## src/rtl/tdm_demux1x4_if.sv

```systemverilog
// Bundle for the tdm_demux1x4 receive link: serial input side plus reassembled parallel words.
// master drives the serial stream; slave is the demultiplexer.
interface tdm_demux1x4_if #(
  parameter int unsigned DATA_W = 8
);
  logic              din;
  logic              din_valid;
  logic              frame_sync;
  logic [1:0]        sel;
  logic              locked;
  logic [DATA_W-1:0] out0;
  logic [DATA_W-1:0] out1;
  logic [DATA_W-1:0] out2;
  logic [DATA_W-1:0] out3;
  logic              out_valid;
  logic              sync_err;

  modport master (
    output din,
    output din_valid,
    output frame_sync,
    input  sel,
    input  locked,
    input  out0,
    input  out1,
    input  out2,
    input  out3,
    input  out_valid,
    input  sync_err
  );

  modport slave (
    input  din,
    input  din_valid,
    input  frame_sync,
    output sel,
    output locked,
    output out0,
    output out1,
    output out2,
    output out3,
    output out_valid,
    output sync_err
  );
endinterface

```

## src/rtl/tdm_demux1x4.sv

```systemverilog
// Receive end of a 4-channel round-robin TDM serial link: frame lock on a sync marker,
// per-channel MSB-first shift registers, and a parallel word group with a valid pulse.
module tdm_demux1x4 #(
  parameter int unsigned DATA_W = 8
) (
  input logic           clk,
  input logic           rst_n,
  tdm_demux1x4_if.slave bus
);

  localparam int unsigned CntW = (DATA_W > 1) ? $clog2(DATA_W) : 1;
  localparam logic [CntW-1:0] LastFrame = CntW'(DATA_W - 1);

  typedef enum logic [0:0] {
    StHunt,
    StLocked
  } state_e;

  state_e            state_q, state_d;
  logic [1:0]        slot_q, slot_d;
  logic [CntW-1:0]   frame_q, frame_d;
  logic [DATA_W-1:0] sh_q  [4];
  logic [DATA_W-1:0] sh_d  [4];
  logic [DATA_W-1:0] out_q [4];
  logic [DATA_W-1:0] out_d [4];
  logic              out_valid_q, out_valid_d;
  logic              sync_err_q, sync_err_d;
  logic              start_group;

  always_ff @(posedge clk) begin
    if (!rst_n) begin
      state_q     <= StHunt;
      slot_q      <= 2'd0;
      frame_q     <= '0;
      out_valid_q <= 1'b0;
      sync_err_q  <= 1'b0;
      for (int i = 0; i < 4; i++) begin
        sh_q[i]  <= '0;
        out_q[i] <= '0;
      end
    end else begin
      state_q     <= state_d;
      slot_q      <= slot_d;
      frame_q     <= frame_d;
      out_valid_q <= out_valid_d;
      sync_err_q  <= sync_err_d;
      for (int i = 0; i < 4; i++) begin
        sh_q[i]  <= sh_d[i];
        out_q[i] <= out_d[i];
      end
    end
  end

  always_comb begin
    state_d     = state_q;
    slot_d      = slot_q;
    frame_d     = frame_q;
    out_valid_d = 1'b0;
    sync_err_d  = 1'b0;
    start_group = 1'b0;
    for (int i = 0; i < 4; i++) begin
      sh_d[i]  = sh_q[i];
      out_d[i] = out_q[i];
    end

    if (bus.din_valid) begin
      unique case (state_q)
        StHunt: begin
          if (bus.frame_sync) begin
            state_d     = StLocked;
            start_group = 1'b1;
          end
        end
        StLocked: begin
          // A marker anywhere but slot 0 / frame 0 realigns, even on a completing bit.
          if (bus.frame_sync && ((slot_q != 2'd0) || (frame_q != '0))) begin
            sync_err_d  = 1'b1;
            start_group = 1'b1;
          end else begin
            sh_d[slot_q] = {sh_q[slot_q][DATA_W-2:0], bus.din};
            slot_d       = slot_q + 2'd1;
            if (slot_q == 2'd3) begin
              if (frame_q == LastFrame) begin
                frame_d     = '0;
                out_valid_d = 1'b1;
                for (int i = 0; i < 4; i++) begin
                  out_d[i] = sh_d[i];
                end
              end else begin
                frame_d = frame_q + CntW'(1);
              end
            end
          end
        end
        default: state_d = StHunt;
      endcase
    end

    // New group: drop partial words and take this bit as ch0 MSB-side first bit.
    if (start_group) begin
      for (int i = 1; i < 4; i++) begin
        sh_d[i] = '0;
      end
      sh_d[0] = {{(DATA_W-1){1'b0}}, bus.din};
      slot_d  = 2'd1;
      frame_d = '0;
    end
  end

  assign bus.sel       = (state_q == StLocked) ? slot_q : 2'd0;
  assign bus.locked    = (state_q == StLocked);
  assign bus.out0      = out_q[0];
  assign bus.out1      = out_q[1];
  assign bus.out2      = out_q[2];
  assign bus.out3      = out_q[3];
  assign bus.out_valid = out_valid_q;
  assign bus.sync_err  = sync_err_q;

endmodule

```

## src/flat_wrapper.sv

```systemverilog
// flat-port wrapper written by rule: the top's interface ports become plain ports
module tdm_demux1x4_flat 
#(
  parameter int unsigned DATA_W = 8
)
  (clk, rst_n, bus_din, bus_din_valid, bus_frame_sync, bus_sel, bus_locked, bus_out0, bus_out1, bus_out2, bus_out3, bus_out_valid, bus_sync_err);
  tdm_demux1x4_if #(.DATA_W(DATA_W)) bus_i ();
  input logic clk;
  input logic rst_n;
  input wire logic [$bits(bus_i.din)-1:0] bus_din;
  input wire logic [$bits(bus_i.din_valid)-1:0] bus_din_valid;
  input wire logic [$bits(bus_i.frame_sync)-1:0] bus_frame_sync;
  output wire logic [$bits(bus_i.sel)-1:0] bus_sel;
  output wire logic [$bits(bus_i.locked)-1:0] bus_locked;
  output wire logic [$bits(bus_i.out0)-1:0] bus_out0;
  output wire logic [$bits(bus_i.out1)-1:0] bus_out1;
  output wire logic [$bits(bus_i.out2)-1:0] bus_out2;
  output wire logic [$bits(bus_i.out3)-1:0] bus_out3;
  output wire logic [$bits(bus_i.out_valid)-1:0] bus_out_valid;
  output wire logic [$bits(bus_i.sync_err)-1:0] bus_sync_err;
  assign bus_i.din = bus_din;
  assign bus_i.din_valid = bus_din_valid;
  assign bus_i.frame_sync = bus_frame_sync;
  assign bus_sel = bus_i.sel;
  assign bus_locked = bus_i.locked;
  assign bus_out0 = bus_i.out0;
  assign bus_out1 = bus_i.out1;
  assign bus_out2 = bus_i.out2;
  assign bus_out3 = bus_i.out3;
  assign bus_out_valid = bus_i.out_valid;
  assign bus_sync_err = bus_i.sync_err;
  tdm_demux1x4 #(.DATA_W(DATA_W)) u_core (.clk(clk), .rst_n(rst_n), .bus(bus_i));
endmodule
```

## config.mk

```make
export PLATFORM = sky130hd
export DESIGN_NAME = tdm_demux1x4_flat
export DESIGN_NICKNAME = d
export VERILOG_FILES = /design/src/rtl/tdm_demux1x4_if.sv /design/src/rtl/tdm_demux1x4.sv /design/src/flat_wrapper.sv
export SDC_FILE = /design/constraint.sdc
export NUM_CORES = 1
export LEC_CHECK = 0
export CAP_MARGIN = 20
export CELL_PAD_IN_SITES_DETAIL_PLACEMENT = 0
export CELL_PAD_IN_SITES_GLOBAL_PLACEMENT = 1
export CORE_ASPECT_RATIO = 0.6
export CORE_MARGIN = 2
export CORE_UTILIZATION = 42
export CTS_CLUSTER_SIZE = 24
export DETAILED_ROUTE_END_ITERATION = 8
export MAX_ROUTING_LAYER = met4
export PLACE_DENSITY = 0.82
export SKIP_LAST_GASP = 1
export SLEW_MARGIN = 25
export SYNTH_ARGS = -nofsm -noshare
export SYNTH_HDL_FRONTEND = slang
export SYNTH_SLANG_ARGS = --single-unit
export TNS_END_PERCENT = 5
```

## constraint.sdc

```tcl
create_clock -name clk -period 2.64 [get_ports clk]
set_clock_uncertainty 0.15 [all_clocks]
set_input_delay 0.528 -clock clk [delete_from_list [all_inputs] [get_ports clk]]
set_output_delay 0.528 -clock clk [all_outputs]
set_load 0.005 [all_outputs]
```

Word level (Yosys, flattened, before mapping) --
Memory sizes are Yosys's and may differ from the RTL's. Index checks and enable logic that the tools add are counted.
Storage, ports and cells: register bits after elaboration 8, memory bits (writable) 64, bits of input ports 5, output and inout bits 37, memories 2
Operators by class: $add $sub $neg 2, $lt $le $gt $ge 2, equality and inequality tests 3, muxes and demuxes 34, bitwise gates (word level) 14, reductions and logical operators 13
Memories:
- u_core.out_q | words 4, width 8, read ports 4, clocked after Yosys merged registers in 0, write ports 4, line tdm_demux1x4.sv:24 | logic [DATA_W-1:0] out_q [4];
- u_core.sh_q | words 4, width 8, read ports 5, clocked after Yosys merged registers in 0, write ports 4, line tdm_demux1x4.sv:22 | logic [DATA_W-1:0] sh_q [4];
Operators by type and width (count):
- two-way mux 32 bit | 9
- two-way mux 8 bit | 9
- bitwise mux 32 bit | 1
- demux 8 bit (select 2 bit) | 1
- two-way mux 1 bit | 11
- AND reduction 3 bit | 3
- OR 1 bit | 8
- nonzero test 2 bit | 3
- inverter 1 bit | 5
- OR reduction 5 bit | 1
- AND reduction 4 bit | 1
- adder 3 x 1 -> 3 bit (second input constant) | 1
- == test 3 bit (second input constant) | 1
- >= comparator 3 bit (second input constant) | 1
- less-than comparator 3 x 1 -> 1 bit (second input constant) | 1
- two-way mux 3 bit | 1
- inverter 2 -> 3 bit | 1
- nonzero test 3 bit | 1
- adder 2 x 1 -> 2 bit (second input constant) | 1
- == test 2 bit (second input constant) | 1
- logical AND 1 bit | 2
- two-way mux 2 bit | 1
- != test 2 x 1 -> 1 bit (second input constant) | 1
- one-hot mux 1 bit (2 select lines) | 1
- 2 further kinds | 2

Depth between registers and ports, before layout --
Gate-level depths: netlist (run 1).
depth in word-level cells 12, depth in mapped cells 9, mapped depth without buffers 6

Least setup slack after synthesis (run 1) --
OpenSTA, ideal clock, no wires.
kind register to register, start point register u_core.slot_q[0], end point memory u_core.out_q[0][0], setup time 0.116 ns, arrival 1.707 ns, slack 0.667 ns, stages on the path, launching flop included 9, path buffers 3, clock period less this slack 1.973 ns, cells stage by stage dfxtp_1 > clkbuf_1 > inv_1 > ha_1 > nand3b_4 > a21oi_2 > buf_6 > buf_6 > o211a_1
RTL lines:
- start, declared | line tdm_demux1x4.sv:20 | logic [1:0] slot_q, slot_d;
- start signal, assigned | line tdm_demux1x4.sv:43 | slot_q <= slot_d;
- end, declared | line tdm_demux1x4.sv:24

Worst setup path after layout (run 1) --
start point register u_core.state_q (netlist: u_core.bus.locked), end point output bus_sel[0]
On the way: cells in the longest elaborated chain, start to end 1
Ends and longest elaborated chain:
- start, declared | line tdm_demux1x4.sv:19 | state_e state_q, state_d;
- start signal, assigned | line tdm_demux1x4.sv:32 | state_q <= StHunt;
- start signal, assigned | line tdm_demux1x4.sv:42 | state_q <= state_d;
- two-way mux 2 bit | line tdm_demux1x4.sv:110 | assign bus.sel = (state_q == StLocked) ? slot_q : 2'd0;
- end, declared | line flat_wrapper.sv:13 | output wire logic [$bits(bus_i.sel)-1:0] bus_sel;
Every way passes these cells.

==> summary.md, run 1 <==
| Metric | Value |
|---|---|
| CTS tree | `built` |
| Worst-path clk slew | `0.05 ns` |
| Combinational fraction of design power | `5.5%` |
| Dpl ws | `0.292 ns` |
| Worst vdd ir | `0.273 mV` |
| Final worst slack | `0.243 ns` |
| Routed wire length | `6650 um` |
| Slew Limit Fails | `0` |
| Port bufs | `41` |
| Initial antenna violation count | `0` |
| Final min period | `2.40 ns` |
| Fin Setup TNS | `0 ns` |
| Via/cell ratio | `5.07` |
| Distinct cell type count after synthesis | `27` |
| Num CTS Buffers | `9` |
| Final HPWL DP | `4510 um` |
| Starting density of the core | `43.2%` |
| Slew headroom | `71.8%` |
| Cts hold-fix bufs | `0` |
| Avg Inst Size Synth | `10.4 um2` |
| Worst-Margin Slew | `0.422 ns` |
| Remaining Overflow, GRT | `0` |
| Leak Pwr | `1.38 nW` |
| P_int | `1.77 mW` |
| Synthesized flop and latch total | `71` |
| Post-Synthesis Cells | `302` |
| Hold crit path type | `reg -> reg` |
| Worst Path Max Fanout | `12` |
| Core area | `0.00724 mm2` |
| PwrDens | `577 mW/mm2` |
| Main flop type after synthesis | `dfxtp_1` |
| CP delay by family, top | `buffers and inverters` |
| Final Setup Violations | `0` |
| Sequential power share | `47.6%` |
| Total placed instance area | `0.00368 mm2` |
| Routed length per placed instance | `14.8 um` |
| Post-synthesis async set-or-reset flop share | `0%` |
| Max Cap Viol | `0` |
| Post-Synthesis Cell Area | `0.00313 mm2` |
| R2R Setup Slk | `0.57 ns` |
| Row cnt | `24` |
| Remaining antenna violation count | `0` |
| Seq/Total Area, Yosys | `45.4%` |
| Multi-input logic area | `0.00157 mm2` |
| Worst path max stage delay | `0.55 ns` |
| Synth cell count leaders | `dfxtp_1, mux2i_1, nor2_1, a21oi_1, o21ai_0` |
| F_max | `417 MHz` |
| Syn Nets | `314` |
| CTS root buffer | `clkbuf_16` |
| Worst setup path class | `reg -> out` |
| NetSw | `498 uW` |
| Number of synthesized flops with an enable pin | `0` |
| Drt drc | `0` |
| Worst EP arrival | `1.72 ns` |
| Synth warn | `0` |
| Final Hold Fails | `0` |
| Final Cell Area | `0.00394 mm2` |
| Critical path's slowest cell | `dfxtp_1` |
| Largest net degree at the start of global routing | `44` |
| Sequential Area | `0.00142 mm2` |
| First-pass GRT wire length | `11200 um` |
| Proportion of layout cells with a drive suffix above 1 | `10.2%` |
| Area grow syn2layout | `25.8%` |
| Vias in the first global route | `2232` |
| CTS Buffer Depth | `2` |
| CP required | `1.96 ns` |
| Area contributors post-synth | `dfxtp_1, mux2i_1, mux4_2` |
| Fin crit share | `90.8%` |
| Htree depth | `3` |
| CTS sink cnt | `71` |
| Gr usage total | `18.5%` |
| Net Sw Frac | `21.9%` |
| Fillers | `659` |
| Die Width | `115 um` |
| Synth top area share | `45.4%` |
| Die ar. | `0.00818 mm2` |
| Initial DRC count | `134` |
| N_diodes | `0` |
| Post-CTS Resized | `0` |
| Post-CTS Setup Bufs | `0` |
| Total iterations of the first detailed-routing run | `4` |
| Final Power | `2.27 mW` |
| Cell Chain, Critical Path | `inv_1 -> nor2_1 -> clkdlybuf4s50_1` |
| Clock Power Share | `46.9%` |
| Unrepaired setup endpoints after global routing | `false` |
| Most numerous cell in the Yosys netlist | `dfxtp_1` |
| I/O pins | `42` |
| Element type at the critical path end | `output port` |
| Buf/Inv on CP | `2` |
| Vias post-DR | `2270` |
| Most area-hungry cell type in the Yosys netlist | `dfxtp_1` |
| RD Place Congestion | `0.816` |
| Final nets | `354` |
| Die height | `70.8 um` |
| Critical path launch point type | `flop` |
| Clock insertion delay at the later pin of the skew report | `0.33 ns` |
| Outcome | `finished clean` |
[cell families (layout without fill, tap and decap cells)]
family,after synthesis,in the layout,synth area share (%)
simple gates,65,65,9.88
mux,72,72,25.8
flops,71,71,45.4
compound gates,59,59,11.4
fa+ha+maj,7,7,2.80
buf+inv,28,70,4.68
[metal layers]
| layer | share of wire, % | vias up | track usage (%) |
|---|---|---|---|
| met2 | 43 | 47 | 26.4 |
| li1 | - | 1135 | - |
| met3 | 4.7 | 10 | 6.68 |
| met1 | 51 | 1078 | 24.6 |
| met5 | 0 | - | - |
| met4 | 1.1 | 0 | 5.22 |
[through the flow]
step	cells	hold WS [ns]	util, %
finish	448	0.340	54.4
CTS	448	0.343	54.4
floorplan	302	0.305	-
detailed placement	435	0.330	50.9
global route	448	0.360	54.4
global placement	435	0.317	50.9
[layout by cell type (no fill, tap or decap), drive strengths merged]
| cell | instances |
|---|---|
| nand2 | 9 |
| a21oi | 30 |
| and4 | 1 |
| inv | 5 |
| mux2i | 65 |
| nand3b | 2 |
| nand2b | 1 |
| nor2b | 10 |
| clkdlybuf4s50 | 41 |
| buf | 11 |
| dfxtp | 71 |
| mux4 | 7 |
| clkinvlp | 1 |
| and2 | 2 |
| o21a | 1 |
| nor2 | 35 |
| a31oi | 1 |
| nand4 | 1 |
| nand3 | 4 |
| ha | 7 |
| clkbuf | 12 |
| o211a | 3 |
| o21ai | 24 |
[worst register-to-register path: stages, from the launching register on]
cell	delay, ns
dfxtp_1	0.30
inv_1	0.14
ha_1	0.35
nand3b_4	0.23
a21oi_2	0.36
buf_12	0.18
mux2i_1	0.20
nor2_1	0.05
[flip-flops by register name, summed over array words and instances (netlist names)]
| register | flops |
|---|---|
| u_core.sh_q | 31 |
| u_core.out_q | 32 |
| u_core.frame_q | 3 |
| u_core.slot_q | 2 |
| u_core.bus.locked | 1 |
| u_core.bus.out_valid | 1 |
| u_core.bus.sync_err | 1 |
[path summary, 6_finish.rpt]
path                                          end  depth (start not counted)         startpoint
worst max-delay path                   bus_sel[0]                          3  u_core.bus.locked
worst min-delay path            u_core.sh_q[3][5]                          2  u_core.sh_q[3][5]
worst max register to register  u_core.sh_q[3][6]                          7   u_core.slot_q[0]
worst min register to register  u_core.sh_q[3][5]                          2  u_core.sh_q[3][5]
[cell type report]
cell class                      count  area share, %
Inverter                            5          0.477
Clock buffer                       12           6.26
Timing Repair Buffer               52           13.8
Sequential cell                    71           36.1
Tap cell                          104           3.31
Multi-Input combinational cell    203           39.8
Clock inverter                      1          0.191
[power groups by stage]
stage          logic [mW]  registers, mW  clock network [mW]
2_1_floorplan      0.0866           1.10                   0
3_3_place_gp        0.123           1.10                   0
3_5_place_dp        0.125           1.10                   0
4_1_cts             0.125           1.08                1.08
5_1_grt             0.134           1.08                1.14
6_report            0.125           1.08                1.06
Power figures use the tool's default switching activity.
==> run 2: changes to the inputs <==
--- a/config.mk
+++ b/config.mk
@@ -8,9 +8,9 @@
 export CAP_MARGIN = 20
 export CELL_PAD_IN_SITES_DETAIL_PLACEMENT = 0
 export CELL_PAD_IN_SITES_GLOBAL_PLACEMENT = 1
-export CORE_ASPECT_RATIO = 0.6
 export CORE_MARGIN = 2
 export CORE_UTILIZATION = 42
+export CTS_CLUSTER_DIAMETER = 200
 export CTS_CLUSTER_SIZE = 24
 export DETAILED_ROUTE_END_ITERATION = 8
 export MAX_ROUTING_LAYER = met4
==> run 2 against run 1 <==
  * Sequential cell count unchanged
  * Critical path type unchanged
  * Cell count up 0.45%
  * Sequential power is essentially flat
==> summary.md, run 2 (synthesis results as in run 1) <==
| Metric | Value |
|---|---|
| Outcome | `finished clean` |
| F_max | `428 MHz` |
| Row cnt | `31` |
| Register-to-Register Path Depth | `7` |
| Worst-Margin Slew | `0.416 ns` |
| Starting density of the core | `43.4%` |
| Htree depth | `3` |
| Die height | `90.3 um` |
| Fin crit share | `88.4%` |
| Total placed instance area | `0.00368 mm2` |
| R2R Setup Slk | `0.62 ns` |
| Max reg flops | `32` |
| Top flop regs | `u_core.out_q: 32 flops, u_core.sh_q: 31 flops, u_core.frame_q: 3 flops` |
| Drt drc | `0` |
| Final min period | `2.33 ns` |
| CP required | `1.96 ns` |
| PwrDens | `507 mW/mm2` |
| Area grow syn2layout | `23.0%` |
| Cells on Worst Hold Path | `2` |
| RD Place Congestion | `0.761` |
| Final Core Density | `53.3%` |
| Core area | `0.00721 mm2` |
| Worst R2R Start | `u_core.slot_q[0]` |
| N_diodes | `0` |
| Proportion of layout cells with a drive suffix above 1 | `11.7%` |
| Critical path launch point type | `flop` |
| Die ar. | `0.00815 mm2` |
| Gr usage total | `17.5%` |
| Worst setup path class | `reg -> out` |
| Commonest non-fill, non-tap cell in the layout | `dfxtp_1` |
| Routed length per placed instance | `14.6 um` |
| Post-CTS Setup Bufs | `0` |
| Port bufs | `41` |
| Routed wire length | `6580 um` |
| Via/cell ratio | `5.06` |
| Num CTS Buffers | `9` |
| Worst vdd ir | `0.249 mV` |
| Worst Path Max Fanout | `12` |
| CTS tree | `built` |
| Final nets | `358` |
| Clock insertion delay at the later pin of the skew report | `0.34 ns` |
| Cts hold-fix bufs | `0` |
| First-pass GRT wire length | `11300 um` |
| Unrepaired setup endpoints after global routing | `false` |
| Element type at the critical path end | `output port` |
| Vias in the first global route | `2279` |
| Final Cell Area | `0.00385 mm2` |
| CTS root buffer | `clkbuf_8` |
| Register with the most flip-flops | `u_core.out_q` |
| Post-CTS Resized | `0` |
| Initial DRC count | `110` |
| Final Hold Fails | `0` |
| Leading cell types in the layout, fill and taps excluded | `dfxtp_1, mux2i_1, clkdlybuf4s50_1` |
| Initial antenna violation count | `0` |
| Die Width | `90.3 um` |
| CTS Buffer Depth | `2` |
| Total iterations of the first detailed-routing run | `4` |
| CTS sink cnt | `71` |
| Worst EP arrival | `1.66 ns` |
| Vias post-DR | `2279` |
| Hold Path Sink | `u_core.frame_q[1]` |
| Remaining Overflow, GRT | `0` |
| Slew headroom | `72.2%` |
| Final HPWL DP | `4390 um` |
| Leak Pwr | `1.36 nW` |
| Final Setup Violations | `0` |
| Max Cap Viol | `0` |
| Critical register-to-register path endpoint | `u_core.out_q[2][3]` |
| I/O pins | `42` |
| Hold crit path type | `reg -> reg` |
| Remaining antenna violation count | `0` |
| Largest net degree at the start of global routing | `39` |
| Fin Setup TNS | `0 ns` |
| Slew Limit Fails | `0` |
| Worst-path clk slew | `0.07 ns` |
| Hold_sp | `u_core.frame_q[1]` |
## run 2: changes by cell type in the layout (fill, tap and decap cells not counted), sizes merged
cell	delta
buf	+4
clkinv	+3
clkinvlp	-1
clkbuf	+1
## run 2: routing by layer
layer	wire, um	global-route usage [%]	vias to the layer above
li1	-	-	1144
met1	3080	22.2	1069
met2	3130	28.4	60
met3	304	3.42	6
met4	64	5.38	0
met5	0	-	-
## run 2: final cells by class
type	count	area [um2]
Fill cell	677	3370
Multi-Input combinational cell	203	1570
Sequential cell	71	1420
Timing Repair Buffer	56	548
Clock buffer	13	149
Tap cell	99	124
Clock inverter	3	18.8
Inverter	5	18.8
## run 2: worst max path at each step
stage | to | from | depth (start not counted)
after global placement | u_core.out_q[3][4] | bus_din_valid | 6
final | bus_sel[0] | u_core.bus.locked | 3
after CTS | bus_sel[0] | u_core.bus.locked | 3
after floorplan | u_core.out_q[0][0] | u_core.slot_q[0] | 8
after global routing | bus_sel[0] | u_core.bus.locked | 3
after detailed placement | u_core.out_q[3][4] | bus_din_valid | 6
## run 2: per-stage QoR
stage               hold WS (ns)  setup WS, ns  power, mW  cells
floorplan                  0.305         0.667       1.19    302
global placement           0.317         0.245       1.23    434
detailed placement         0.330         0.222       1.23    434
CTS                        0.348         0.279       1.97    450
global route               0.360         0.190       2.03    450
finish                     0.346         0.306       1.95    450
## run 2: where the power goes
part	total, mW	switching [mW]	internal (mW)
registers	1.08	0.00450	1.07
logic	0.123	0.0728	0.0507
clock network	0.750	0.384	0.367
total	1.95	0.461	1.49
## run 2: worst max-delay path, cell delays in order (launching register included)
cell and delay, ns:
dfxtp_1 0.53, inv_1 0.12, nor2_1 0.16, clkdlybuf4s50_1 0.52
==> run 3: changes to the inputs <==
--- a/config.mk
+++ b/config.mk
@@ -13,10 +13,11 @@
 export CTS_CLUSTER_DIAMETER = 200
 export CTS_CLUSTER_SIZE = 24
 export DETAILED_ROUTE_END_ITERATION = 8
+export GPL_TIMING_DRIVEN = 0
 export MAX_ROUTING_LAYER = met4
 export PLACE_DENSITY = 0.82
 export SKIP_LAST_GASP = 1
-export SLEW_MARGIN = 25
+export SLEW_MARGIN = 20
 export SYNTH_ARGS = -nofsm -noshare
 export SYNTH_HDL_FRONTEND = slang
 export SYNTH_SLANG_ARGS = --single-unit
==> run 3 against run 2 <==
  * Critical path type unchanged
  * First-iteration DRC count rose by 40%
  * Final area fell by 0.16%
  * Register-to-register slack got worse by 0.38 ns
  * Cell count rose by 1.3%
  * Clock-buffer cell count fell by 3
==> summary.md, run 3 (synthesis results as in run 1) <==
| Metric | Value |
|---|---|
| CTS tree | `built` |
| Total iterations of the first detailed-routing run | `4` |
| Slew headroom | `68.6%` |
| Worst-path clk slew | `0.08 ns` |
| Element type at the critical path end | `output port` |
| Commonest non-fill, non-tap cell in the layout | `dfxtp_1` |
| NetSw | `516 uW` |
| Hold crit path type | `reg -> reg` |
| Grt met2 use | `28.7%` |
| Proportion of layout cells with a drive suffix above 1 | `12.9%` |
| Routed wire length | `7220 um` |
| Fin Setup TNS | `0 ns` |
| Initial antenna violation count | `0` |
| Worst Path Max Fanout | `8` |
| Drt drc | `0` |
| Post-CTS Setup Bufs | `0` |
| RD Place Congestion | `0.824` |
| Combinational fraction of design power | `5.8%` |
| Final Cell Area | `0.00384 mm2` |
| Critical path launch point type | `flop` |
| CP required | `1.96 ns` |
| Final Hold Fails | `0` |
| GR Util met1 | `25.3%` |
| Row cnt | `31` |
| Via/cell ratio | `5.18` |
| Leading cell types in the layout, fill and taps excluded | `dfxtp_1, mux2i_1, clkdlybuf4s50_1` |
| Register with the most flip-flops | `u_core.out_q` |
| Area grow syn2layout | `22.8%` |
| Final Power | `2.07 mW` |
| Die ar. | `0.00815 mm2` |
| Worst-Margin Slew | `0.471 ns` |
| Vias post-DR | `2362` |
| Cts hold-fix bufs | `0` |
| Total placed instance area | `0.00364 mm2` |
| Initial DRC count | `154` |
| Max Cap Viol | `0` |
| Worst EP arrival | `1.84 ns` |
| Post-CTS Resized | `1` |
| Largest net degree at the start of global routing | `14` |
| Clock Power Share | `42.3%` |
| Die height | `90.3 um` |
| Remaining Overflow, GRT | `0` |
| Slew Limit Fails | `0` |
| CTS Buffer Depth | `2` |
| Worst setup path class | `reg -> out` |
| F_max | `398 MHz` |
| Clock insertion delay at the later pin of the skew report | `0.35 ns` |
| PwrDens | `540 mW/mm2` |
| Net Sw Frac | `24.9%` |
| Final HPWL DP | `4900 um` |
| I/O pins | `42` |
| Met3 usage in global routing | `4.67%` |
| CTS root buffer | `clkbuf_8` |
| Max reg flops | `32` |
| Htree depth | `3` |
| P_int | `1.56 mW` |
| Worst vdd ir | `0.323 mV` |
| Die Width | `90.3 um` |
| Final min period | `2.51 ns` |
| Final nets | `364` |
| Vias in the first global route | `2283` |
| Unrepaired setup endpoints after global routing | `false` |
| Port bufs | `39` |
| Num CTS Buffers | `9` |
| Final Setup Violations | `0` |
| Worst hold margin | `0.346 ns` |
| Routed length per placed instance | `15.8 um` |
| Outcome | `finished clean` |
| N_diodes | `0` |
| Top flop regs | `u_core.out_q: 32 flops, u_core.sh_q: 31 flops, u_core.frame_q: 3 flops` |
| Gr usage total | `18.9%` |
| Remaining antenna violation count | `0` |
| CTS sink cnt | `71` |
| Core area | `0.00721 mm2` |
| Leak Pwr | `1.37 nW` |
| Sequential power share | `51.9%` |
| Layer with the highest usage | `met2` |
| First-pass GRT wire length | `11700 um` |
| Fin crit share | `95.3%` |
| Starting density of the core | `43.4%` |
==> run 3: changes by cell type in the layout (fill, tap and decap cells not counted), sizes merged <==
cell / change
clkbuf: +3
clkinv: -2
inv: +1
clkdlybuf4s50: -2
buf: +2
bufinv: +1
clkinvlp: +3
==> run 3: final cells by class <==
class | count | area, um2
plain buffers | 23 | 129
clock buffers | 10 | 128
clock inverters | 6 | 70.1
fillers | 705 | 3370
inverters | 5 | 18.8
multi-input cells | 203 | 1560
flip-flops and latches | 71 | 1420
well taps | 99 | 124
repair buffers | 39 | 390
==> run 3: layer usage <==
layer / part of all wire, % / vias up
met1: 48 / 1146
met2: 48 / 55
li1: - / 1155
met4: 0.73 / 0
met3: 3.7 / 6
met5: 0 / -
==> run 3: power groups by stage <==
stage               Combinational [mW]  Clock [mW]  Sequential, mW
finish                           0.121       0.877            1.08
global route                     0.131       0.942            1.08
CTS                              0.122       0.892            1.08
detailed placement               0.121           0            1.10
global placement                 0.120           0            1.10
floorplan                       0.0866           0            1.10
==> run 3: metrics by stage <==
stage / utilization [%] / instances / setup slack (ns)
after floorplan: - / 302 / 0.667
after global placement: 50.5 / 440 / 0.134
after detailed placement: 50.5 / 440 / 0.0943
after CTS: 53.2 / 456 / 0.119
after global routing: 53.2 / 456 / 0.00829
final: 53.2 / 456 / 0.125
==> run 3: worst paths after layout <==
path                          start                  to  cells after the start  slack [ns]
setup reg to reg   u_core.slot_q[0]  u_core.out_q[0][2]                      8        0.24
hold / removal    u_core.sh_q[3][4]   u_core.sh_q[3][4]                      2        0.35
hold reg to reg   u_core.sh_q[3][4]   u_core.sh_q[3][4]                      2        0.35
setup / recovery   u_core.slot_q[0]          bus_sel[0]                      4        0.13
==> run 3: critical path, cell delays in order, from the launching register on <==
cell and delay, ns:
dfxtp_1 0.39, clkbuf_2 0.28, inv_1 0.15, nor2_1 0.15
clkdlybuf4s50_1 0.52
